### src/rtl/el2_pkg.sv
`default_nettype none
// ============================================================================
// Module      : el2_pkg
// Description : Shared types and constants for the EXU custom operand buffer.
// Revision    : 1.0 - initial release
// ============================================================================
package el2_pkg;

    localparam int OPBUF_XLEN  = 32;
    localparam int OPBUF_NBANK = 2;

    typedef logic [2*OPBUF_XLEN-1:0] el2_opbuf_beat_t;

    typedef enum logic [0:0] {
        IDLE    = 1'b0,
        LOADING = 1'b1
    } el2_opbuf_state_t;

endpackage
`default_nettype wire

### src/rtl/el2_exu_custom_opbank.sv
`default_nettype none
// ============================================================================
// Module      : el2_exu_custom_opbank
// Description : One operand bank of NBEATS beats plus its committed beat count.
// Revision    : 1.0 - initial release
// ============================================================================
module el2_exu_custom_opbank #(
    parameter int XLEN   = 32,
    parameter int NBEATS = 7,
    parameter int IDXW   = $clog2(NBEATS+1)
) (
    input  logic                     clk,
    input  logic                     rst,
    input  logic                     clr,
    input  logic                     wr_en,
    input  logic [IDXW-1:0]          wr_idx,
    input  logic [2*XLEN-1:0]        wr_data,
    input  logic                     commit,
    input  logic [IDXW-1:0]          commit_nbeats,
    output logic [NBEATS*2*XLEN-1:0] data,
    output logic [IDXW-1:0]          nbeats
);

    localparam int BW = 2*XLEN;

    logic [NBEATS*BW-1:0] r_data;
    logic [IDXW-1:0]      r_nbeats;

    // Beat storage: a clear wipes every beat, a write in the same cycle
    // lands on top of the clear so beat 0 of a fresh sequence survives.
    always_ff @(posedge clk or posedge rst) begin
        if (rst) begin
            r_data <= '0;
        end else begin
            for (int k = 0; k < NBEATS; k++) begin
                if (clr) begin
                    r_data[k*BW +: BW] <= '0;
                end
                if (wr_en && (wr_idx == IDXW'(k))) begin
                    r_data[k*BW +: BW] <= wr_data;
                end
            end
        end
    end

    // Beat count of the set, captured at commit.
    always_ff @(posedge clk or posedge rst) begin
        if (rst) begin
            r_nbeats <= '0;
        end else if (commit) begin
            r_nbeats <= commit_nbeats;
        end
    end

    assign data   = r_data;
    assign nbeats = r_nbeats;

endmodule
`default_nettype wire

### src/rtl/el2_exu_custom_opbuf.sv
`default_nettype none
// ============================================================================
// Module      : el2_exu_custom_opbuf
// Description : Double-buffered multi-beat operand loader feeding a 2-entry
//               queue towards the custom compute engine.
// Revision    : 1.0 - initial release
// ============================================================================
module el2_exu_custom_opbuf
    import el2_pkg::*;
#(
    parameter int XLEN   = 32,
    parameter int NBEATS = 7,
    parameter int IDXW   = $clog2(NBEATS+1)
) (
    input  logic                     clk,
    input  logic                     rst,
    input  logic                     ld_start,
    input  logic                     ld_inc,
    input  logic                     ld_end,
    input  logic [XLEN-1:0]          rs1_in,
    input  logic [XLEN-1:0]          rs2_in,
    output logic                     ld_ready,
    output logic                     eng_valid,
    input  logic                     eng_ready,
    output logic [NBEATS*2*XLEN-1:0] eng_data,
    output logic [IDXW-1:0]          eng_nbeats,
    output logic                     err_seq,
    output logic                     err_ovf,
    input  logic                     err_clr
);

    localparam int DW = NBEATS*2*XLEN;

    el2_opbuf_state_t r_state, w_state_nxt;
    logic [IDXW-1:0]  r_idx, w_idx_nxt, w_wr_idx;
    logic             r_wr_ptr, r_rd_ptr;
    logic [1:0]       r_count;
    logic             r_err_seq, r_err_ovf;

    logic             w_multi, w_room, w_idx_full;
    logic             w_start, w_wr_en, w_commit, w_pop, w_seq_ev, w_ovf_ev;

    logic [DW-1:0]    w_bank_data   [OPBUF_NBANK];
    logic [IDXW-1:0]  w_bank_nbeats [OPBUF_NBANK];

    assign w_multi    = (ld_start & ld_inc) | (ld_start & ld_end) | (ld_inc & ld_end);
    assign w_room     = (r_count < 2'd2);
    assign w_idx_full = (r_idx == IDXW'(NBEATS));
    assign w_pop      = (r_count != 2'd0) & eng_ready;

    // Loader decode: next state, bank write controls and error events.
    always_comb begin
        w_state_nxt = r_state;
        w_idx_nxt   = r_idx;
        w_wr_idx    = r_idx;
        w_start     = 1'b0;
        w_wr_en     = 1'b0;
        w_commit    = 1'b0;
        w_seq_ev    = 1'b0;
        w_ovf_ev    = 1'b0;
        if (w_multi) begin
            w_seq_ev = 1'b1;
        end else if (ld_start) begin
            if (w_room) begin
                w_start     = 1'b1;
                w_wr_en     = 1'b1;
                w_wr_idx    = '0;
                w_idx_nxt   = IDXW'(1);
                w_state_nxt = LOADING;
            end else begin
                w_seq_ev = 1'b1;
            end
        end else if (ld_inc) begin
            if (r_state == IDLE) begin
                w_seq_ev = 1'b1;
            end else if (w_idx_full) begin
                w_ovf_ev = 1'b1;
            end else begin
                w_wr_en   = 1'b1;
                w_idx_nxt = r_idx + IDXW'(1);
            end
        end else if (ld_end) begin
            if (r_state == IDLE) begin
                w_seq_ev = 1'b1;
            end else begin
                // Either a commit or an aborted overflowing sequence: both
                // return the loader to IDLE with a fresh index.
                w_state_nxt = IDLE;
                w_idx_nxt   = '0;
                if (w_idx_full) begin
                    w_ovf_ev = 1'b1;
                end else begin
                    w_wr_en  = 1'b1;
                    w_commit = 1'b1;
                end
            end
        end
    end

    // Loader state and beat index.
    always_ff @(posedge clk or posedge rst) begin
        if (rst) begin
            r_state <= IDLE;
            r_idx   <= '0;
        end else begin
            r_state <= w_state_nxt;
            r_idx   <= w_idx_nxt;
        end
    end

    // Queue pointers and occupancy; commit and pop may coincide.
    always_ff @(posedge clk or posedge rst) begin
        if (rst) begin
            r_wr_ptr <= 1'b0;
            r_rd_ptr <= 1'b0;
            r_count  <= 2'd0;
        end else begin
            if (w_commit) begin
                r_wr_ptr <= ~r_wr_ptr;
            end
            if (w_pop) begin
                r_rd_ptr <= ~r_rd_ptr;
            end
            case ({w_commit, w_pop})
                2'b10:   r_count <= r_count + 2'd1;
                2'b01:   r_count <= r_count - 2'd1;
                default: r_count <= r_count;
            endcase
        end
    end

    // Sticky errors; a new event wins over a simultaneous clear.
    always_ff @(posedge clk or posedge rst) begin
        if (rst) begin
            r_err_seq <= 1'b0;
            r_err_ovf <= 1'b0;
        end else begin
            if (w_seq_ev) begin
                r_err_seq <= 1'b1;
            end else if (err_clr) begin
                r_err_seq <= 1'b0;
            end
            if (w_ovf_ev) begin
                r_err_ovf <= 1'b1;
            end else if (err_clr) begin
                r_err_ovf <= 1'b0;
            end
        end
    end

    generate
        for (genvar b = 0; b < OPBUF_NBANK; b++) begin : g_bank
            logic w_sel;
            assign w_sel = (r_wr_ptr == 1'(b));
            el2_exu_custom_opbank #(
                .XLEN   (XLEN),
                .NBEATS (NBEATS),
                .IDXW   (IDXW)
            ) u_bank (
                .clk           (clk),
                .rst           (rst),
                .clr           (w_start & w_sel),
                .wr_en         (w_wr_en & w_sel),
                .wr_idx        (w_wr_idx),
                .wr_data       ({rs2_in, rs1_in}),
                .commit        (w_commit & w_sel),
                .commit_nbeats (r_idx + IDXW'(1)),
                .data          (w_bank_data[b]),
                .nbeats        (w_bank_nbeats[b])
            );
        end
    endgenerate

    assign ld_ready   = w_room;
    assign eng_valid  = (r_count != 2'd0);
    assign eng_data   = w_bank_data[r_rd_ptr];
    assign eng_nbeats = w_bank_nbeats[r_rd_ptr];
    assign err_seq    = r_err_seq;
    assign err_ovf    = r_err_ovf;

endmodule
`default_nettype wire

### config.mk
export PLATFORM = sky130hd
export DESIGN_NAME = el2_exu_custom_opbuf
export DESIGN_NICKNAME = d
export VERILOG_FILES = /design/src/rtl/el2_pkg.sv /design/src/rtl/el2_exu_custom_opbank.sv /design/src/rtl/el2_exu_custom_opbuf.sv
export SDC_FILE = /design/constraint.sdc
export NUM_CORES = 2
export LEC_CHECK = 0
export ABC_CLOCK_PERIOD_IN_PS = 66400
export CAP_MARGIN = 30
export CORE_MARGIN = 3
export CORE_UTILIZATION = 25
export CTS_CLUSTER_DIAMETER = 200
export DETAILED_ROUTE_END_ITERATION = 8
export HOLD_SLACK_MARGIN = 0.05
export MAX_ROUTING_LAYER = met4
export PLACE_DENSITY = 0.52
export SYNTH_ARGS = -nofsm -noshare
export SYNTH_HDL_FRONTEND = slang
export SYNTH_SLANG_ARGS = --single-unit
### constraint.sdc
create_clock -name clk -period 66.4 [get_ports clk]
set_input_delay 6.64 -clock clk [delete_from_list [all_inputs] [get_ports clk]]
set_output_delay 6.64 -clock clk [all_outputs]
set_load 0.02 [all_outputs]
**Word level (Yosys, flattened, before mapping)**

Cells that the tools add are included.

- Register bits after elaboration: 912
- Bits of input ports: 71
- Output and inout bits: 455

- Reductions and logical operators: 38
- Magnitude comparators: 2
- Eq/ne operators: 12
- Add/sub/neg operators: 3
- Multiplexer cells: 64
- Bitwise gates (word level): 16

Operator list:

| cell | number |
|---|---|
| $mux W448 | 3 |
| $mux W64 | 16 |
| $reduce_bool A2 Y1 | 20 |
| $mux W3 | 13 |
| $mux W1 | 31 |
| $logic_and A1 B1 Y1 | 14 |
| $eq A3 B3 Y1 const B | 4 |
| $and A1 B1 Y1 | 10 |
| $eq A3 B2 Y1 const B | 2 |
| $reduce_and A5 Y1 | 1 |
| $pmux W2 S2 | 1 |
| $reduce_and A4 Y1 | 1 |
| $add A3 B1 Y3 const B | 1 |
| $eq A3 B1 Y1 const B | 1 |
| $logic_not A3 Y1 | 1 |
| $ne A3 B3 Y1 const B | 1 |
| $not A1 Y1 | 3 |
| $reduce_bool A3 Y1 | 1 |
| $add A2 B1 Y2 const B | 1 |
| $eq A2 B1 Y1 const B | 1 |
| $eq A2 B2 Y1 const B | 1 |
| $ge A2 B2 Y1 const B | 1 |
| $lt A2 B2 Y1 const B | 1 |
| $ne A2 B1 Y1 const B | 1 |
| 4 further kinds | 5 |

**Longest topological paths before layout**

- Depth after elaboration: 10
- Mapped depth: 10

**Modules after synthesis**

Synthesis repeated with hierarchy kept, for this count alone.

- Cell total of the unflattened synthesis: 3479
- Area, all modules: 45882.8 um^2

Modules (own cells, without submodules):

| module | area an instance (um^2) | cells an instance | seq. area each (um^2) | instances |
|---|---|---|---|---|
| el2_exu_custom_opbank | 19961.6 | 1457 | 11285.8 | 2 |
| el2_exu_custom_opbuf | 5959.5 | 565 | 250.2 | 1 |

**Worst setup path before layout**

OpenSTA, ideal clock, no wires.

- Path kind: input-to-reg
- Start: input ld_end
- End: register g_bank[0].u_bank.r_data[40]
- Slack: 57692 ps
- Required time: 66275 ps
- Library setup time: 125 ps
- Arrival: 8583 ps
- Cell stages on the path: 6
- Cells stage by stage: buf_4 -> nor4b_4 -> nor2_4 -> a211oi_4 -> buf_6 -> mux2_4

- Word-level cells in the longest chain between the ends: 7

RTL lines:

| element | RTL line | text |
|---|---|---|
| from (decl) | el2_exu_custom_opbuf.sv:19 | `input logic ld_end,` |
| $and A1 B1 Y1 / $mux W1 (equally long branches) | el2_exu_custom_opbuf.sv:46, el2_exu_custom_opbuf.sv:82 |  |
| $or A1 B1 Y1 / $mux W1 (equally long branches) | el2_exu_custom_opbuf.sv:46, el2_exu_custom_opbuf.sv:73 |  |
| $or A1 B1 Y1 / $mux W1 (equally long branches) | el2_exu_custom_opbuf.sv:46, el2_exu_custom_opbuf.sv:63 |  |
| $mux W3 / $mux W1 (equally long branches) | el2_exu_custom_opbuf.sv:61 | `if (w_multi) begin` |
| $logic_not A3 Y1 / $and A1 B1 Y1 (equally long branches) | el2_exu_custom_opbank.sv:39, el2_exu_custom_opbuf.sv:163 |  |
| $logic_and A1 B1 Y1 | el2_exu_custom_opbank.sv:39 | `if (wr_en && (wr_idx == IDXW'(k))) begin` |
| $mux W64 / $reduce_bool A2 Y1 (equally long branches) | - |  |
| to (signal, indexed assignment) | el2_exu_custom_opbank.sv:40 | `r_data[k*BW +: BW] <= wr_data;` |
| to (decl) | el2_exu_custom_opbank.sv:26 | `logic [NBEATS*BW-1:0] r_data;` |

Parallel ways exist; a longest one is shown, timed or not.
A chain may end at the register's enable or synchronous reset.

**Worst setup path in the final report**

- Start: register r_rd_ptr
- End: output eng_data[411]

- Word-level cells in the longest chain between the ends: 4

RTL lines:

| element | RTL line | text |
|---|---|---|
| from (decl) | el2_exu_custom_opbuf.sv:36 | `logic r_wr_ptr, r_rd_ptr;` |
| from (signal assigned) | el2_exu_custom_opbuf.sv:122 | `r_rd_ptr <= ~r_rd_ptr;` |
| $not A1 Y2 (implied by the code) | el2_exu_custom_opbuf.sv:176 | `assign eng_data = w_bank_data[r_rd_ptr];` |
| $mux W448 (implied by the code) (3 in series) | el2_exu_custom_opbuf.sv:176 |  |
| to (decl) | el2_exu_custom_opbuf.sv:25 | `output logic [NBEATS*2*XLEN-1:0] eng_data,` |

No other way between the ends. The select of a mux whose other input is x is not followed.

==> impl_metrics.csv <==
group,metric,value,unit
yosys,post-synth-top-area-fraction,58.7,%
floorplanning,count_of_pins_on_the_block_boundary,526,
clock_network,clock_tree.htree_level_count,3,
yosys,syn_area,0.0389,sq mm
yosys,synth_largest_area_cell,"dfrtp_1",
drt,vias_per_instance,5.11,
yosys,syn_area_per_cell,14.5,sq um
global_routing,grt_pass1_wl,207,mm
drt,post_drt_wl_per_cell,26.9,microns
layout,stdcell_count,5197,
yosys,ys_ff_latch,912,
floorplanning,core_region_area,0.154,sq mm
min_path,hp-class,"reg -> reg",
yosys,seq_area_frac_synth,58.7,%
clock_network,cts_tree,"done",
placed_design,gpl.final_weighted_congestion,0.731,
worst_setup_path,worst-setup-path-type,"reg -> out",
global_routing,grt_antenna_before_repair,2,
layout,areaGrowthSynthToFinish,28.4,%
layout,most-common-layout-cells,"911 x dfrtp_1, 568 x mux2_2, 525 x clkdlybuf4s50_1",
timing,clock_skew,0.0247,ns
floorplanning,chipWidth,400,microns
worst_setup_path,cp_slowest_stage_delay,1.06,ns
floorplanning,initial_utilization,25.2,%
worst_setup_path,cp_slowest_cell,"dfrtp_4",
power,worst_ir_drop_vdd,0.0249,mV
timing,rsz0062_at_grt,"false",
floorplanning,die-height,400,microns
layout,postLayoutCellArea,0.0499,sq mm
worst_setup_path,cp_cell_sequence,"buf_4, buf_12, mux2_2, clkdlybuf4s50_1",
timing,fmaxAchievable,88.1,MHz
drt,totalWireLength,140,mm
global_routing,vias_in_the_first_global_route,27600,
clock_network,ctsLongestPathBuffers,3,
drt,drt-initial-drc-count,1936,
worst_setup_path,end_kind,"output pin",
worst_setup_path,cp-start-kind,"flop",
timing,final_hold_violation_count,0,
timing,timing.final.ws_setup,55.04,ns
power,leak,21.6,nW
layout,nNetsFinal,3138,
drt,vias,26500,
yosys,synthesis.instances,2684,
placed_design,portBuffers,525,
yosys,synth_async_sr_flop_share,100,%
layout,layout.cells.most_common,"dfrtp_1",
clock_network,cts_resized,0,
clock_network,ctsHoldBuffers,0,
placed_design,post_placement_cell_count,4993,
floorplanning,rows,144,
clock_network,post-cts-setup-buffer-count,0,
yosys,synth_flop_cell,"dfrtp_1",
drt,drt_pass1_iterations,6,
timing,fin_crit,11.36,ns
yosys,synth_edf_count,0,
yosys,syn_nets,2758,
outcome,status,"complete, no violations",
drt,remaining_drc_errors,0,
timing,post-route-period-util,17.1,%
worst_setup_path,critPathTopFamily,"buffers and inverters",
flow_run,maxCapViolCount,0,
floorplanning,die_area,0.160,sq mm
timing,fin_tns_setup,0,ns
worst_setup_path,worst_ep_arrival_time,4.72,ns
placed_design,place.detailed.hpwl,86.3,mm
power,power.density_cell_area,46.2,mW/mm^2
clock_network,clock_latency_at_the_later_pin_of_the_worst_skew_pair,0.72,ns
layout,n_fill_cell,15400,
drt,antenna_left,0,
worst_setup_path,worstPathBufferInverterCount,3,
layout,share_of_final_layout_standard_cells_stronger_than_drive_strength_1,27.4,%
clock_network,clkSlewWorstSetupHoldPaths,0.06,ns
timing,maxSlewHeadroom,31.8,%
timing,report.final.slew_viol_count,0,
clock_network,cts-buffers-inserted,105,
timing,setup_viol_count_final,0,
worst_setup_path,worst-endpoint-required,59.76,ns
clock_network,cts.sink_count,912,
power,total_power,0.00230,W
yosys,ys.warnings.count,0,
global_routing,grt_max_degree,174,
placed_design,dpl-instance-area,0.0460,sq mm
yosys,top_cells_by_area_synth,"dfrtp_1 59%, mux2_2 16%, a32o_1 9.9%",
worst_setup_path,critPathMaxFanout,147,
timing,worst_pin_slew,1.02,ns
global_routing,grtUsageTotal,17.7,%
clock_network,clockRootBuffer,"clkbuf_16",
global_routing,overflow,0,
placed_design,pre_cts_ws,54.99,ns
yosys,yosysUniqueCellTypes,49,
-- cell type report --
type                            instances  area [sq um]  area share [%]
Antenna cell                            2          5.00          0.0100
Clock buffer                          151          3130            6.27
Clock inverter                         43           542            1.09
Inverter                                9          41.3          0.0827
Multi-Input combinational cell       1430         14600            29.3
Sequential cell                       912         22800            45.7
Tap cell                             2044          2560            5.12
Timing Repair Buffer                  606          6200            12.4
-- registers in the layout, indices dropped and copies added (netlist names) --
signal / count
g_bank.u_bank.data: 896
g_bank.u_bank.nbeats: 6
r_idx: 3
r_count: 2
err_ovf: 1
err_seq: 1
g_bank.w_sel: 1
r_rd_ptr: 1
r_state: 1
-- worst paths after layout --
kind                                              end  cells after the start  slack, ns                       start
max                                     eng_data[411]                      4      55.04                    r_rd_ptr
min                        g_bank[1].u_bank.data[421]                      1       0.48  g_bank[1].u_bank.data[421]
max reg2reg                g_bank[0].u_bank.data[162]                      8      61.86                    r_idx[0]
min reg2reg                g_bank[1].u_bank.data[421]                      1       0.48  g_bank[1].u_bank.data[421]
max in group asynchronous  g_bank[0].u_bank.data[342]                      6      56.80                         rst
min in group asynchronous  g_bank[1].u_bank.data[117]                      3       6.49                         rst
-- kinds of logic after synthesis --
kind of cell               synth area share [%]
DFF                                        58.7
AOI/OAI and AO/OA                          19.5
muxes                                      17.1
buffers and inverters                      4.00
and+or+nand+nor                           0.521
xor gates and xnor gates                  0.135
adders and majority gates                 0.122
-- cells in the mapped netlist (2+ instances only) --
cell and instances:
buf_2 51, o211ai_1 9, xnor2_1 4, mux2_4 10, nor4_1 2, xor2_1 2, clkbuf_1 238, dfrtp_1 912
o31ai_1 2, nand2b_1 2, a21oi_1 3, buf_4 3, inv_2 2, mux2_2 568, a2111oi_4 4, o211ai_2 3
a22o_1 384, nand2_1 4, ha_1 3, buf_6 26, a21boi_0 2, inv_1 7, mux2_1 7, o21ai_1 2
nor2_1 6, nor3_1 2, a32o_1 384, o21ai_0 6, buf_1 15, nand4b_1 2
-- where the power goes --
part / internal (W) / switching (W)
registers: 0.000715 / 0.0000889
clock network: 0.000367 / 0.000245
logic: 0.000446 / 0.000443
-- metrics by stage --
stage | utilization [%] | hold slack (ns)
final | 32.4 | 0.483
after floorplan | - | 0.454
after CTS | 32.2 | 0.488
after detailed placement | 29.9 | 0.474
after global routing | 32.4 | 0.495
after global placement | 29.7 | 0.467
-- worst reg2reg max path: cells and delay by family (launching register included) --
family                     cells  cell delay [ns]
buffers and inverters          3             1.68
and+or+nand+nor                1             0.65
DFF                            1             0.48
AOI/OAI and AO/OA              2             1.20
adders and majority gates      2             0.47
-- layer usage --
layer,GRT usage [%],wire length (microns),vias to the layer above
met1,23.1,63100,14400
met4,3.78,2540,0
met3,3.89,7630,142
met5,-,0,-
met2,28.2,66700,717
li1,-,-,11300
(Power assumes the default switching activity.)
